## src/rtl/fetch_sequencer.sv

```systemverilog
// fetch_sequencer: PC / IF-ID / ID-EX sequencing with redirect, stall, hazard and fetch-wait arbitration.
// Optional performance counters are built only when PERF_CNT_EN is defined.
module fetch_sequencer #(
  parameter int BOOT_DELAY = 2,
  parameter int CNT_W      = 32
) (
  input  logic             clk_i,
  input  logic             rst_n_i,
  input  logic             redirect_i,
  input  logic [31:0]      redirect_pc_i,
  input  logic             load_use_i,
  input  logic             dmem_busy_i,
  input  logic             imem_ack_i,
  output logic             imem_req_o,
  output logic             pc_back_o,
  output logic             pc_keep_o,
  output logic [31:0]      npc_o,
  output logic             ifid_keep_o,
  output logic             ifid_flush_o,
  output logic             idex_keep_o,
  output logic             idex_flush_o,
  output logic [CNT_W-1:0] stall_cnt_o,
  output logic [CNT_W-1:0] flush_cnt_o
);
  localparam int BW = $clog2(BOOT_DELAY + 1);
  typedef enum logic [1:0] {BOOT, RUN, WAIT_REDIR} state_e;
  state_e      state_q, state_d;
  logic [BW-1:0] boot_q, boot_d;
  logic [31:0] pend_q, pend_d;
  always_comb begin
    state_d      = state_q;
    boot_d       = boot_q;
    pend_d       = pend_q;
    imem_req_o   = 1'b0;
    pc_back_o    = 1'b0;
    pc_keep_o    = 1'b0;
    npc_o        = '0;
    ifid_keep_o  = 1'b0;
    ifid_flush_o = 1'b0;
    idex_keep_o  = 1'b0;
    idex_flush_o = 1'b0;
    if (state_q == BOOT) begin
      pc_keep_o    = 1'b1;
      ifid_flush_o = 1'b1;
      idex_flush_o = 1'b1;
      boot_d       = boot_q + BW'(1);
      if (boot_q == BW'(BOOT_DELAY - 1)) state_d = RUN;
    end else if (dmem_busy_i) begin
      imem_req_o  = 1'b1;
      pc_keep_o   = 1'b1;
      ifid_keep_o = 1'b1;
      idex_keep_o = 1'b1;
    end else if (state_q == RUN) begin
      imem_req_o = 1'b1;
      if (redirect_i) begin
        ifid_flush_o = 1'b1;
        idex_flush_o = 1'b1;
        pc_back_o    = imem_ack_i;
        pc_keep_o    = !imem_ack_i;
        npc_o        = imem_ack_i ? redirect_pc_i : '0;
        if (!imem_ack_i) begin
          pend_d  = redirect_pc_i;
          state_d = WAIT_REDIR;
        end
      end else if (load_use_i) begin
        pc_keep_o    = 1'b1;
        ifid_keep_o  = 1'b1;
        idex_flush_o = 1'b1;
      end else if (!imem_ack_i) begin
        pc_keep_o    = 1'b1;
        ifid_flush_o = 1'b1;
      end
    end else begin
      // the outstanding fetch must complete; its word is dropped on ack
      imem_req_o   = 1'b1;
      ifid_flush_o = 1'b1;
      pc_keep_o    = !imem_ack_i;
      pc_back_o    = imem_ack_i;
      npc_o        = !imem_ack_i ? '0 : redirect_i ? redirect_pc_i : pend_q;
      if (!imem_ack_i && redirect_i) pend_d = redirect_pc_i;
      if (imem_ack_i) state_d = RUN;
    end
  end
  always_ff @(posedge clk_i or negedge rst_n_i) begin
    if (!rst_n_i) begin
      state_q <= BOOT;
      boot_q  <= '0;
      pend_q  <= '0;
    end else begin
      state_q <= state_d;
      boot_q  <= boot_d;
      pend_q  <= pend_d;
    end
  end
`ifdef PERF_CNT_EN
  logic [CNT_W-1:0] stall_q, flush_q;
  always_ff @(posedge clk_i or negedge rst_n_i) begin
    if (!rst_n_i) begin
      stall_q <= '0;
      flush_q <= '0;
    end else begin
      if (state_q != BOOT && pc_keep_o && !(&stall_q)) stall_q <= stall_q + CNT_W'(1);
      if (pc_back_o && !(&flush_q)) flush_q <= flush_q + CNT_W'(1);
    end
  end
  assign stall_cnt_o = stall_q;
  assign flush_cnt_o = flush_q;
`else
  assign stall_cnt_o = '0;
  assign flush_cnt_o = '0;
`endif
endmodule

```

## config.mk

```make
export PLATFORM = sky130hd
export DESIGN_NAME = fetch_sequencer
export DESIGN_NICKNAME = d
export VERILOG_FILES = /design/src/rtl/fetch_sequencer.sv
export SDC_FILE = /design/constraint.sdc
export NUM_CORES = 1
export LEC_CHECK = 0
export BUFFER_PORTS_ARGS = -buffer_cell sky130_fd_sc_hd__buf_2
export CAP_MARGIN = 20
export CORE_MARGIN = 1
export CORE_UTILIZATION = 25
export CTS_CLUSTER_DIAMETER = 40
export DETAILED_ROUTE_END_ITERATION = 7
export GPL_ROUTABILITY_DRIVEN = 1
export PLACE_DENSITY = 0.58
export SLEW_MARGIN = 20
export SYNTH_ARGS = -nofsm -noshare
export SYNTH_HDL_FRONTEND = slang
export SYNTH_SLANG_ARGS = --single-unit
```

## constraint.sdc

```tcl
create_clock -name clk_i -period 2.3 [get_ports clk_i]
set_input_delay 0 -clock clk_i [delete_from_list [all_inputs] [get_ports clk_i]]
set_output_delay 0 -clock clk_i [all_outputs]
set_load 0.005 [all_outputs]
```

==> flow_metrics.env <==
export IMPL_htree_num_levels=2
export IMPL_clock_sinks=36
export IMPL_wire_per_inst_um=12.3
export IMPL_synth_enable_flop_cells=0
export IMPL_rsz0062_at_grt="false"
export IMPL_critPathKind="flop to output port"
export IMPL_rows=37
export IMPL_dr_total_vias=2223
export IMPL_async_reset_ff_share_pct=100
export IMPL_numCtsBuffers=5
export IMPL_tightest_slew_ns=0.857
export IMPL_grt_pass1_wl_um=10700
export IMPL_power_density_nw_per_um2=768
export IMPL_grt_pass1_vias=2162
export IMPL_max_vdd_ir_drop_mv=0.386
export IMPL_fin_ws_ns=0.490
export IMPL_drt_iter0_drc=119
export IMPL_gp_congestion=0.738
export IMPL_pin_count=141
export IMPL_maxClockFrequency_mhz=552
export IMPL_track_usage_pct=12.0
export IMPL_maxCapViolations=0
export IMPL_start_kind="flop"
export IMPL_die_h_um=105
export IMPL_coreArea_um2=10300
export IMPL_crit_arrival_ns=1.81
export IMPL_fin_crit_sh_pct=78.7
export IMPL_syn_area_um2=2630
export IMPL_cp_end_kind="output port"
export IMPL_dpl_worst_slack_ns=0.634
export IMPL_post_cts_buffers=0
export IMPL_nets=424
export IMPL_path_buf_inv=2
export IMPL_slowest_stage="dfrtp_1"
export IMPL_cp_top_family="flip-flops"
export IMPL_io_buffers=76
export IMPL_antenna_found_initial=0
export IMPL_die_w_um=105
export IMPL_diodes=0
export IMPL_required_ns=2.30
export IMPL_grt_max_degree=41
export IMPL_drt_pre_antenna_iters=4
export IMPL_period_minus_slack_ns=1.81
export IMPL_dpl_cell_area_um2=2880
export IMPL_setup_viol=0
export IMPL_final_layout_size_suffix_gt1_share_pct=32.6
export IMPL_hold_viol=0
export IMPL_clock_latency_ns=0.28
export IMPL_drc=0
export IMPL_yosysWarningCount=0
export IMPL_cts_buffer_depth=2
export IMPL_status="finished, final reports clean"
export IMPL_viasPerCell=4.26
export IMPL_critPathMaxStageDelay_ns=0.59
export IMPL_cts_tree="yes"
export IMPL_drt_total_wl_um=6400
export IMPL_initial_utilization_pct=25.6
export IMPL_ys_flop_type="dfrtp_1"
export IMPL_crit_chain="nand2b_1 > buf_4 > nand4b_1 > a21oi_1 > buf_2"
export IMPL_dp_hpwl_um=4000
export IMPL_setup_tns_final_ns=0
export IMPL_synth_area_per_cell_um2=9.22
export IMPL_synthCells=285
export IMPL_power_leakage_nw=1.54
export IMPL_slew_headroom_pct=42.9
export IMPL_design_die_area_um2=10900
export IMPL_overflow=0
export IMPL_seq_area_frac_synth_pct=34.3
export IMPL_synthToLayoutAreaGrowth_pct=27.0
export IMPL_hp_class="input pin to flop"
export IMPL_slew_violations=0
export IMPL_stdcell_area_um2=3340
export IMPL_synth_seq_cells=36
export IMPL_final_antenna_net_count=0
export IMPL_finClkSkew_ns=0.00758
export IMPL_synth_cell_types=29
export IMPL_cts_root_buf="clkbuf_8"
export IMPL_clk_pin_slew_ns=0.08
export IMPL_cp_max_fo=17
[repair_timing]
action / 4_1_cts / 5_1_grt
resized for setup: 0 / 0
hold buffers: 33 / 0
endpoints found under the hold margin: 68 / 0
[worst min-delay path: stages]
cell and delay [ns]:
buf_2 0.12, nor4_1 0.05, nor3_1 0.12
[power by group]
part	internal (mW)	switching [mW]	leakage (nW)
clock	0.383	0.242	0.0645
combinational	0.441	0.437	1.05
sequential	0.896	0.165	0.424
total	1.72	0.844	1.54
[cells by family (layout without fill, tap and decap cells)]
kind of cell,after synthesis,after routing,synth area share (%)
compound gates,42,42,8.76
simple gates,82,82,19.3
flops,36,36,34.3
mux,32,32,13.7
buf+inv,90,128,23.0
xor+xnor,1,1,0.333
other cells,1,64,0.143
fa+ha+maj,1,1,0.476
[through the flow]
stage | hold WS (ns) | utilization [%] | power [mW] | instances
2_1_floorplan | -0.296 | - | 1.70 | 348
5_1_grt | 0.0630 | 32.5 | 2.77 | 522
3_5_place_dp | 0.165 | 28.0 | 1.92 | 481
6_report | 0.0526 | 32.5 | 2.56 | 522
4_1_cts | 0.0525 | 32.5 | 2.60 | 522
3_3_place_gp | 0.166 | 28.0 | 1.88 | 481
[synth_stat cells (2+ instances only)]
cell type / instances / share of area [%]
inv_1: 3 / 0.43
mux2_1: 2 / 0.86
nand2_1: 34 / 4.9
nand2b_1: 2 / 0.48
buf_1: 4 / 0.57
nor2_1: 6 / 0.86
dfrtp_1: 36 / 34
a21oi_1: 37 / 7.0
clkbuf_1: 15 / 2.1
mux2_2: 30 / 13
buf_6: 3 / 1.3
buf_4: 65 / 19
nand4b_1: 32 / 11
[final timing paths]
| kind | start | endpoint | slack [ns] | depth (start not counted) |
|---|---|---|---|---|
| max | state_q[1]$_DFFE_PN0P_ | npc_o[27] | 0.49 | 5 |
| min | dmem_busy_i | state_q[0]$_DFFE_PN0P_ | 0.05 | 3 |
| max reg2reg | state_q[0]$_DFFE_PN0P_ | pend_q[20]$_DFFE_PN0P_ | 0.61 | 4 |
| min reg2reg | boot_q[0]$_DFFE_PN0N_ | boot_q[0]$_DFFE_PN0N_ | 0.48 | 1 |
| max in group asynchronous | rst_n_i | pend_q[15]$_DFFE_PN0P_ | 1.38 | 2 |
| min in group asynchronous | rst_n_i | pend_q[28]$_DFFE_PN0P_ | 0.37 | 2 |
[cell usage in the layout, fill, tap and decap left out, types with 2 or more instances in the layout]
master / instances
a21oi_1: 37
buf_2: 76
buf_4: 8
clkbuf_8: 7
conb_1: 64
dfrtp_1: 36
dlygate4sd3_1: 33
inv_1: 3
mux2_1: 2
mux2_2: 30
nand2_1: 34
nand2b_1: 2
nand4b_1: 32
nor2_1: 6
[cell type report]
| type | count | area (um2) |
|---|---|---|
| Multi-Input combinational cell | 222 | 1360 |
| Inverter | 3 | 11.3 |
| Sequential cell | 36 | 901 |
| Tap cell | 136 | 170 |
| Clock buffer | 7 | 96.3 |
| Timing Repair Buffer | 117 | 771 |
| Fill cell | 1077 | 6940 |
| Clock inverter | 1 | 30.0 |
[metal layers]
metal	part of all wire (%)	global-route usage, %
met2	51	22.4
met3	5.4	2.68
met5	0	0
met4	0.14	1.43
met1	43	14.2
[state kept, by name, summed over array words and instances, names as in the netlist]
name and flops:
pend_q 32, boot_q 2, state_q 2
Note: power is estimated with default switching activity, not from simulation.
